$ cat src/rtl/shot_sfx_if.sv
// Control and sample bundle between the game logic and the shot sound
// generator: trigger and volume in, audio sample and busy flag out.
interface shot_sfx_if;
  logic               trigger;
  logic [3:0]         vol_num;
  logic signed [15:0] audio;
  logic               busy;

  // Game-logic / bench side drives the request and volume.
  modport master (
    output trigger,
    output vol_num,
    input  audio,
    input  busy
  );

  // Generator side consumes the request and produces the sample.
  modport slave (
    input  trigger,
    input  vol_num,
    output audio,
    output busy
  );
endinterface

$ cat src/rtl/shot_sfx_gen.sv
// Triggered "pew" generator: a square wave whose half-period grows and whose
// amplitude halves at each segment boundary. The trigger is resynchronised
// and edge-detected, so a held trigger yields one sound and a fresh rising
// edge during playback restarts the sound from segment 0.
module shot_sfx_gen #(
  parameter int START_HALF = 50000,
  parameter int SWEEP_STEP = 2000,
  parameter int SEG_LEN    = 1250000,
  parameter int NUM_SEGS   = 8
) (
  input  logic     clk,
  input  logic     rst,
  shot_sfx_if.slave bus
);

  typedef enum logic {IDLE = 1'b0, PLAY = 1'b1} state_t;

  localparam logic [21:0] START_HALF_V = 22'(START_HALF);
  localparam logic [22:0] SWEEP_STEP_V = 23'(SWEEP_STEP);
  localparam logic [23:0] SEG_LAST     = 24'(SEG_LEN - 1);
  localparam logic [2:0]  LAST_SEG     = 3'(NUM_SEGS - 1);

  // Trigger resynchroniser and edge detector
  logic sync1, sync2, prev;
  logic start;

  state_t       state_reg, state_next;
  logic [2:0]   seg_idx_reg, seg_idx_next;
  logic [21:0]  cur_half_reg, cur_half_next;
  logic [21:0]  hc_reg, hc_next;
  logic [23:0]  sc_reg, sc_next;
  logic         phase_reg, phase_next;
  logic [15:0]  audio_reg, audio_next;
  logic         busy_reg, busy_next;

  logic [15:0]  base_amp;
  logic [15:0]  amp;
  logic [22:0]  half_sum;

  assign start     = sync2 & ~prev;
  assign bus.audio = audio_reg;
  assign bus.busy  = busy_reg;

  // Two-flop synchroniser plus previous-value flop for rising-edge detection
  always_ff @(posedge clk or posedge rst) begin
    if (rst) begin
      sync1 <= 1'b0;
      sync2 <= 1'b0;
      prev  <= 1'b0;
    end else begin
      sync1 <= bus.trigger;
      sync2 <= sync1;
      prev  <= sync2;
    end
  end

  // FSM state, waveform counters and registered outputs
  always_ff @(posedge clk or posedge rst) begin
    if (rst) begin
      state_reg    <= IDLE;
      seg_idx_reg  <= 3'd0;
      cur_half_reg <= 22'd0;
      hc_reg       <= 22'd0;
      sc_reg       <= 24'd0;
      phase_reg    <= 1'b0;
      audio_reg    <= 16'h0000;
      busy_reg     <= 1'b0;
    end else begin
      state_reg    <= state_next;
      seg_idx_reg  <= seg_idx_next;
      cur_half_reg <= cur_half_next;
      hc_reg       <= hc_next;
      sc_reg       <= sc_next;
      phase_reg    <= phase_next;
      audio_reg    <= audio_next;
      busy_reg     <= busy_next;
    end
  end

  // Next-state logic: start/restart, half-period toggling, segment sweep
  always_comb begin
    state_next    = state_reg;
    seg_idx_next  = seg_idx_reg;
    cur_half_next = cur_half_reg;
    hc_next       = hc_reg;
    sc_next       = sc_reg;
    phase_next    = phase_reg;
    half_sum      = {1'b0, cur_half_reg} + SWEEP_STEP_V;

    if (start) begin
      // Same initialisation from IDLE and on retrigger during PLAY.
      state_next    = PLAY;
      seg_idx_next  = 3'd0;
      cur_half_next = START_HALF_V;
      hc_next       = 22'd0;
      sc_next       = 24'd0;
      phase_next    = 1'b1;
    end else if (state_reg == PLAY) begin
      // ">=" keeps the counter bounded even if cur_half ever shrank.
      if (hc_reg >= cur_half_reg - 22'd1) begin
        hc_next    = 22'd0;
        phase_next = ~phase_reg;
      end else begin
        hc_next = hc_reg + 22'd1;
      end

      if (sc_reg == SEG_LAST) begin
        sc_next = 24'd0;
        if (seg_idx_reg == LAST_SEG) begin
          state_next = IDLE;
        end else begin
          seg_idx_next  = seg_idx_reg + 3'd1;
          cur_half_next = half_sum[22] ? 22'h3FFFFF : half_sum[21:0];
        end
      end else begin
        sc_next = sc_reg + 24'd1;
      end
    end
  end

  // Base amplitude from the live volume setting; out-of-range means mute
  always_comb begin
    base_amp = 16'h0000;
    case (bus.vol_num)
      4'd1:    base_amp = 16'h0400;
      4'd2:    base_amp = 16'h0800;
      4'd3:    base_amp = 16'h1000;
      4'd4:    base_amp = 16'h2000;
      4'd5:    base_amp = 16'h3FFF;
      default: base_amp = 16'h0000;
    endcase
  end

  // Output sample built from the post-edge phase/segment so it lines up with busy
  always_comb begin
    amp        = base_amp >> seg_idx_next;
    audio_next = 16'h0000;
    busy_next  = 1'b0;
    if (state_next == PLAY) begin
      busy_next  = 1'b1;
      audio_next = phase_next ? amp : (16'h0000 - amp);
    end
  end

endmodule

$ cat src/flat_wrapper.sv
// flat-port wrapper written by rule: the top's interface ports become plain ports
module shot_sfx_gen_flat 
#(
  parameter int START_HALF = 50000,
  parameter int SWEEP_STEP = 2000,
  parameter int SEG_LEN    = 1250000,
  parameter int NUM_SEGS   = 8
)
  (clk, rst, bus_trigger, bus_vol_num, bus_audio, bus_busy);
  shot_sfx_if bus_i ();
  input  logic clk;
  input  logic rst;
  input wire logic [$bits(bus_i.trigger)-1:0] bus_trigger;
  input wire logic [$bits(bus_i.vol_num)-1:0] bus_vol_num;
  output wire logic [$bits(bus_i.audio)-1:0] bus_audio;
  output wire logic [$bits(bus_i.busy)-1:0] bus_busy;
  assign bus_i.trigger = bus_trigger;
  assign bus_i.vol_num = bus_vol_num;
  assign bus_audio = bus_i.audio;
  assign bus_busy = bus_i.busy;
  shot_sfx_gen #(.START_HALF(START_HALF), .SWEEP_STEP(SWEEP_STEP), .SEG_LEN(SEG_LEN), .NUM_SEGS(NUM_SEGS)) u_core (.clk(clk), .rst(rst), .bus(bus_i));
endmodule
$ cat config.mk
export PLATFORM = sky130hd
export DESIGN_NAME = shot_sfx_gen_flat
export DESIGN_NICKNAME = d
export VERILOG_FILES = /design/src/rtl/shot_sfx_if.sv /design/src/rtl/shot_sfx_gen.sv /design/src/flat_wrapper.sv
export SDC_FILE = /design/constraint.sdc
export NUM_CORES = 1
export LEC_CHECK = 0
export CAP_MARGIN = 20
export CELL_PAD_IN_SITES_DETAIL_PLACEMENT = 0
export CELL_PAD_IN_SITES_GLOBAL_PLACEMENT = 2
export CORE_ASPECT_RATIO = 0.5
export CORE_MARGIN = 4
export CORE_UTILIZATION = 38
export DETAILED_ROUTE_END_ITERATION = 10
export HOLD_SLACK_MARGIN = 0.1
export PLACE_DENSITY_LB_ADDON = 0.1
export SYNTH_ARGS = -nofsm -noshare
export SYNTH_HDL_FRONTEND = slang
export SYNTH_SLANG_ARGS = --single-unit
$ cat constraint.sdc
create_clock -name clk -period 4.77 [get_ports clk]
set_clock_uncertainty 0.1 [all_clocks]
set_input_delay 0.7155 -clock clk [delete_from_list [all_inputs] [get_ports clk]]
set_output_delay 0.7155 -clock clk [all_outputs]
set_load 0.005 [all_outputs]
# --- Word level (Yosys, flattened, before mapping) ---
# Cells that the tools add are included.
classes:
  shift: 1
  bitwise: 3
  add_sub_neg: 6
  n_reduce_logical: 3
  n_lt_le_gt_ge: 1
  eq_ne: 8
  n_mux: 26
ops:
  columns: ["op", "n"]
  rows:
  - ["$mux W22", 8]
  - ["$mux W24", 3]
  - ["$pmux W14 S5", 1]
  - ["$mux W16", 2]
  - ["$add A24 B1 Y24 const B", 1]
  - ["$eq A24 B21 Y1 const B", 1]
  - ["$add A22 B11 Y23 const B", 1]
  - ["$add A22 B1 Y22 const B", 1]
  - ["$ge A22 B22 Y1", 1]
  - ["$sub A22 B1 Y22 const B", 1]
  - ["$shr A14 B3 Y16", 1]
  - ["$sub A1 B16 Y16 const A", 1]
  - ["$mux W3", 4]
  - ["$eq A4 B2 Y1 const B", 2]
  - ["$eq A4 B3 Y1 const B", 2]
  - ["$mux W1", 8]
  - ["$eq A4 B1 Y1 const B", 1]
  - ["$reduce_bool A2 Y1", 2]
  - ["$add A3 B1 Y3 const B", 1]
  - ["$eq A3 B3 Y1 const B", 1]
  - ["$reduce_and A3 Y1", 1]
  - ["$ne A2 B1 Y1 const B", 1]
  - ["$not A1 Y1", 2]
  - ["$and A1 B1 Y1", 1]
word_totals:
  word_cells: 59
  in_bits: 7
  out_inout_bits: 17
  ff_bits: 93

# --- Logic depth before layout (Yosys ltp) ---
logic_depth:
  ltp_word: 9
  mapped_depth: 19
  depth_no_buf: 18

# --- Least setup slack after synthesis ---
# No wires, ideal clock.
synth_timing:
  kind: "register to register"
  startpoint: "register u_core.cur_half_reg[7]"
  endpoint: "register u_core.audio_reg[12] (netlist: u_core.bus.audio[12])"
  arrival_time_ns: 3.723
  synth_period_minus_slack_ns: 3.910
  n_path_buf: 2
  stages_incl_launch_ff: 19
  t_required_ns: 4.583
  setup_time_ns: 0.087
  setup_slack_ns: 0.860
  path_cell_list: "dfrtp_1 > clkbuf_1 > nor2_1 > nand2_1 > nor4_1 > or3b_2 > nor4_1 > xnor2_1 > ha_1 > a21oi_1 > o21ai_0 > nor2_1 > o211ai_1 > a31o_2 > and3_1 > clkbuf_1 > nand3_1 > o21ai_0 > a211oi_2"
synth_via:
  elab_chain_cells: 7
synth_lines:
  columns: ["item", "line_no", "text"]
  rows:
  - ["from (decl)", "shot_sfx_gen.sv:29", "logic [21:0] cur_half_reg, cur_half_next;"]
  - ["from (signal assigned)", "shot_sfx_gen.sv:71", "cur_half_reg <= cur_half_next;"]
  - ["$sub A22 B1 Y22", "shot_sfx_gen.sv:100", "if (hc_reg >= cur_half_reg - 22'd1) begin"]
  - ["$ge A22 B22 Y1", "shot_sfx_gen.sv:100", null]
  - ["$mux W1", "shot_sfx_gen.sv:100", null]
  - ["$mux W1", "shot_sfx_gen.sv:98", "end else if (state_reg == PLAY) begin"]
  - ["$mux W1", "shot_sfx_gen.sv:90", "if (start) begin"]
  - ["$mux W16", "shot_sfx_gen.sv:141", "audio_next = phase_next ? amp : (16'h0000 - amp);"]
  - ["$mux W16", "shot_sfx_gen.sv:139", "if (state_next == PLAY) begin"]
  - ["named net u_core.audio_next[12]", "shot_sfx_gen.sv:33", "logic [15:0] audio_reg, audio_next;"]
  - ["to (signal assigned)", "shot_sfx_gen.sv:75", "audio_reg <= audio_next;"]
  - ["to (decl)", "shot_sfx_gen.sv:33", null]
# The timed path passes the listed nets, and every way through them passes these cells.
# A chain may end at the register's enable or synchronous reset.

# --- Worst setup path in the final report ---
# Same ends and word-level chain as after synthesis.

==> results.md <==
* Outcome: finished, final reports clean
* Layout cell share with drive strength beyond 1 at 0.07757
* Flop-to-flop setup slack at approximately 400 ps
* Sequential cell area fraction in the yosys report at 0.3684
* DP HPWL at between 10 and 15 mm
* Placed Cells incl. Taps at 897
* Insertion delay to the later sink of the worst-skew pair at between 300 and 400 ps
* Max reg flops at 24
* R2R cell count at 17
* Largest vdd supply drop at 0.0001513 V
* Syn. warnings at 0
* Wire length of the first global-routing pass at 26.61 mm
* Async S/R FF share, synth at 1.000
* Setup TNS after final layout at 0 ps
* Global-route congestion overflow total at 0
* Iteration-0 DRC count of the detailed router at 258
* CTS tree: done
* Post-layout util at 0.4326
* Final WL at between 15 and 20 mm
* Post-route clock period utilization at 0.9170
* Top cells by area, synth: sky130_fd_sc_hd__dfrtp_1 (37%), sky130_fd_sc_hd__ha_1 (5.7%), sky130_fd_sc_hd__o21ai_0 (5.4%), sky130_fd_sc_hd__nand2_1 (4.8%), sky130_fd_sc_hd__nor2_1 (4.0%)
* Top-Level Pins at 24
* Switching share of total power at 0.2631
* Hold Buf Count CTS at 0
* Fmax at 228.6 MHz
* Deepest level of the CTS H-tree at 3
* Post-layout net count at around 740
* Area of the mapped netlist at approximately 6000 sq um
* Number of distinct library cells after synthesis at 69
* Clock root buffer: sky130_fd_sc_hd__clkbuf_16
* Row count at 32
* HP Class: register to register
* Flop and latch count out of synthesis at between 80 and 90
* Maximum root-to-sink buffer count at 2
* TritonCTS buffer count at 9
* Final cell count without fillers at ~910
* Most numerous cell types in the synthesized netlist: sky130_fd_sc_hd__dfrtp_1 (88), sky130_fd_sc_hd__nand2_1 (76), sky130_fd_sc_hd__nor2_1 (64), sky130_fd_sc_hd__o21ai_0 (64), sky130_fd_sc_hd__a21oi_1 (37)
* CTS clk-pin slew, worst paths at ~70 ps
* Number of detailed-route iterations in the first pass at 5
* Max-cap check violation count at 0
* Max-Slew Margin vs Limit at 0.3875
* Worst hold slack at around 250 ps
* Via count of the first global-routing pass at ~5.1k
* Crit path DAT at ~4500 ps
* Total setup buffers inserted after CTS at 0
* Critical path startpoint category: register
* Endpoint of the worst-slack reg-to-reg timing path: u_core.bus.audio[12]$_DFF_PP0_
* Number of cells on the worst hold path at 0
* Least-Margin Pin Slew at 917.7 ps
* Weighted congestion at the end of routability-driven global placement at between 0.8 and 0.9
* Largest net degree at the start of global routing at 63
* Initial antenna violation count at 0
* CP Capture Type: register
* EDFF count, synth at 0
* Initial standard-cell utilization of the core at 0.3878
* Flip-flop cell with the highest count after synthesis: sky130_fd_sc_hd__dfrtp_1
* Synthesis-to-finish area growth at 11.55%
* Launch point of the worst reg-to-reg path: u_core.cur_half_reg[7]$_DFFE_PP0P_
* Internal power at about 0.0013 W
* # resized after CTS at 0
* Leakage Power at 2.742 nW
* Total setup violations reported at the end of the flow at 0
* Fraction of power consumed by combinational cells at 0.085
* Chip height at 96.69 um
* Peak fanout along the critical path at 11
* Worst setup slack before clock tree synthesis at approximately 420 ps
* Yosys top cell area share at 0.3684
* Via density at ~5.6
* Total vias in the final route at 5113
* Endpoint, Worst Hold: u_core.sync2$_DFF_PP0_
* Start-to-end type of the worst setup path: register to register
* Critical path data required time at between 4000 and 5000 ps
* Area of all sequential standard cells at about 2200 sq um
* Overall die area at approximately 18000 sq um
* Cell with the most instances after synthesis: sky130_fd_sc_hd__dfrtp_1
* Area used by multi-input combinational logic at about 3500 sq um
* Power density over the cells at 255.1 nW/um^2
* Post-route DRC at 0
* Sink count of the clock tree at 88
* Cell count after synthesis at 700
* Post-synthesis area per instance at 8.540 sq um
* DRT antenna net count at 0
* Largest area contributor in the synthesized netlist: sky130_fd_sc_hd__dfrtp_1
* Core ar. at roughly 15000 sq um
* Port buffer count at 23
* Global-route usage over all layers at 0.1820
* Filler Cells Inserted at ~1.5k
* Slew Viols, Final at 0
* Startpoint of the tightest hold check path: u_core.sync1$_DFF_PP0_
* Crit path time final at 4374 ps
* Antenna diode count at 0
* Worst Setup Slack, final at roughly 400 ps
* Routed wirelength normalized by instance count at 17.17 um
* Total net switching power at roughly 0.00045 W
* RSZ-0062 raised after global routing: no
* Clock network fraction of total power at 0.439
* Power share of the sequential group at 0.476
* Total nets after synthesis at 734
* Die W at around 190 um
* Final Hold Violating Endpoints at 0
cell type report:
class / count / share of cell area
clock buffer: 10 / 0.03433
tap: 204 / 0.03827
timing repair buffer: 32 / 0.04465
multi-input combinational: 555 / 0.5308
clock inverter: 6 / 0.01126
sequential: 88 / 0.3302
inverter: 18 / 0.01051
placed cells by master (no fill, tap or decap), types with 10 or more instances in the layout:
cell,instances
sky130_fd_sc_hd__and2_1,10
sky130_fd_sc_hd__and3_1,23
sky130_fd_sc_hd__a31oi_1,12
sky130_fd_sc_hd__dfrtp_1,88
sky130_fd_sc_hd__nor3_1,24
sky130_fd_sc_hd__nor2_1,63
sky130_fd_sc_hd__nand3_1,25
sky130_fd_sc_hd__o21ai_0,64
sky130_fd_sc_hd__a21oi_1,37
sky130_fd_sc_hd__clkdlybuf4s50_1,23
sky130_fd_sc_hd__ha_1,27
sky130_fd_sc_hd__nand4_1,12
sky130_fd_sc_hd__inv_1,16
sky130_fd_sc_hd__nand2_1,76
sky130_fd_sc_hd__xnor2_1,23
sky130_fd_sc_hd__xor2_1,17
worst max-delay path: stages, from the launching register on:
cell                       delay (ps)
sky130_fd_sc_hd__dfrtp_1          470
sky130_fd_sc_hd__nor2_1           250
sky130_fd_sc_hd__nand2_1          130
sky130_fd_sc_hd__nor4_1           290
sky130_fd_sc_hd__or3b_2           530
sky130_fd_sc_hd__nor4_1           360
sky130_fd_sc_hd__xnor2_1          170
sky130_fd_sc_hd__ha_1             270
sky130_fd_sc_hd__a21oi_1          150
sky130_fd_sc_hd__o21ai_0          130
sky130_fd_sc_hd__nor2_1           130
sky130_fd_sc_hd__o211ai_1         160
sky130_fd_sc_hd__a31o_2           300
sky130_fd_sc_hd__and3_1           220
sky130_fd_sc_hd__buf_4            190
sky130_fd_sc_hd__nand3_1           70
sky130_fd_sc_hd__o21ai_0          100
sky130_fd_sc_hd__a211oi_2         260
how the worst max path moves through the flow:
stage                                                   from                              to  slack [ps]  depth (start not counted)
after floorplan           u_core.cur_half_reg[7]$_DFFE_PP0P_  u_core.bus.audio[12]$_DFF_PP0_         860                         18
after global placement    u_core.cur_half_reg[7]$_DFFE_PP0P_  u_core.bus.audio[10]$_DFF_PP0_         570                         16
after detailed placement  u_core.cur_half_reg[7]$_DFFE_PP0P_  u_core.bus.audio[12]$_DFF_PP0_         420                         17
after CTS                 u_core.cur_half_reg[7]$_DFFE_PP0P_  u_core.bus.audio[12]$_DFF_PP0_         390                         17
after global routing      u_core.cur_half_reg[7]$_DFFE_PP0P_  u_core.bus.audio[12]$_DFF_PP0_         0.4                         17
final                     u_core.cur_half_reg[7]$_DFFE_PP0P_  u_core.bus.audio[12]$_DFF_PP0_         400                         17
metrics by stage:
| stage | power [W] | instance area, sq um |
|---|---|---|
| 2_1_floorplan | 0.0009170 | 5978 |
| 3_3_place_gp | 0.0009702 | 6364 |
| 3_5_place_dp | 0.0009688 | 6364 |
| 4_1_cts | 0.001726 | 6668 |
| 5_1_grt | 0.001781 | 6669 |
| 6_report | 0.001701 | 6669 |
metal layers:
layer  up-vias  global-route usage  routed length (um)
met1      2477              0.2776                8341
met2        80              0.2635                6640
met4         0             0.02537                  66
li1       2549                   -                   -
met3         7             0.04771                 629
met5         -                   0                   0
cell families (layout without fill, tap and decap cells):
logic type               after synthesis  in the layout  share of synthesized area
adder cells (fa/ha/maj)               27             27                    0.05651
multiplexers                           5              5                   0.008372
AND/OR/NAND/NOR                      301            301                     0.2750
XOR/XNOR                              40             40                    0.05860
AO/OA/AOI/OAI                        182            182                     0.1930
buffers and inverters                 57             66                    0.04018
flip-flops                            88             88                     0.3684
power groups by stage:
stage | logic (W) | clock network (W) | registers, W
after floorplan | 0.000102 | 0 | 0.000815
after global routing | 0.000165 | 0.000803 | 0.000813
after CTS | 0.000148 | 0.000770 | 0.000808
final | 0.000145 | 0.000747 | 0.000809
after detailed placement | 0.000147 | 0 | 0.000822
after global placement | 0.000148 | 0 | 0.000823
Power figures use the tool's default switching activity.
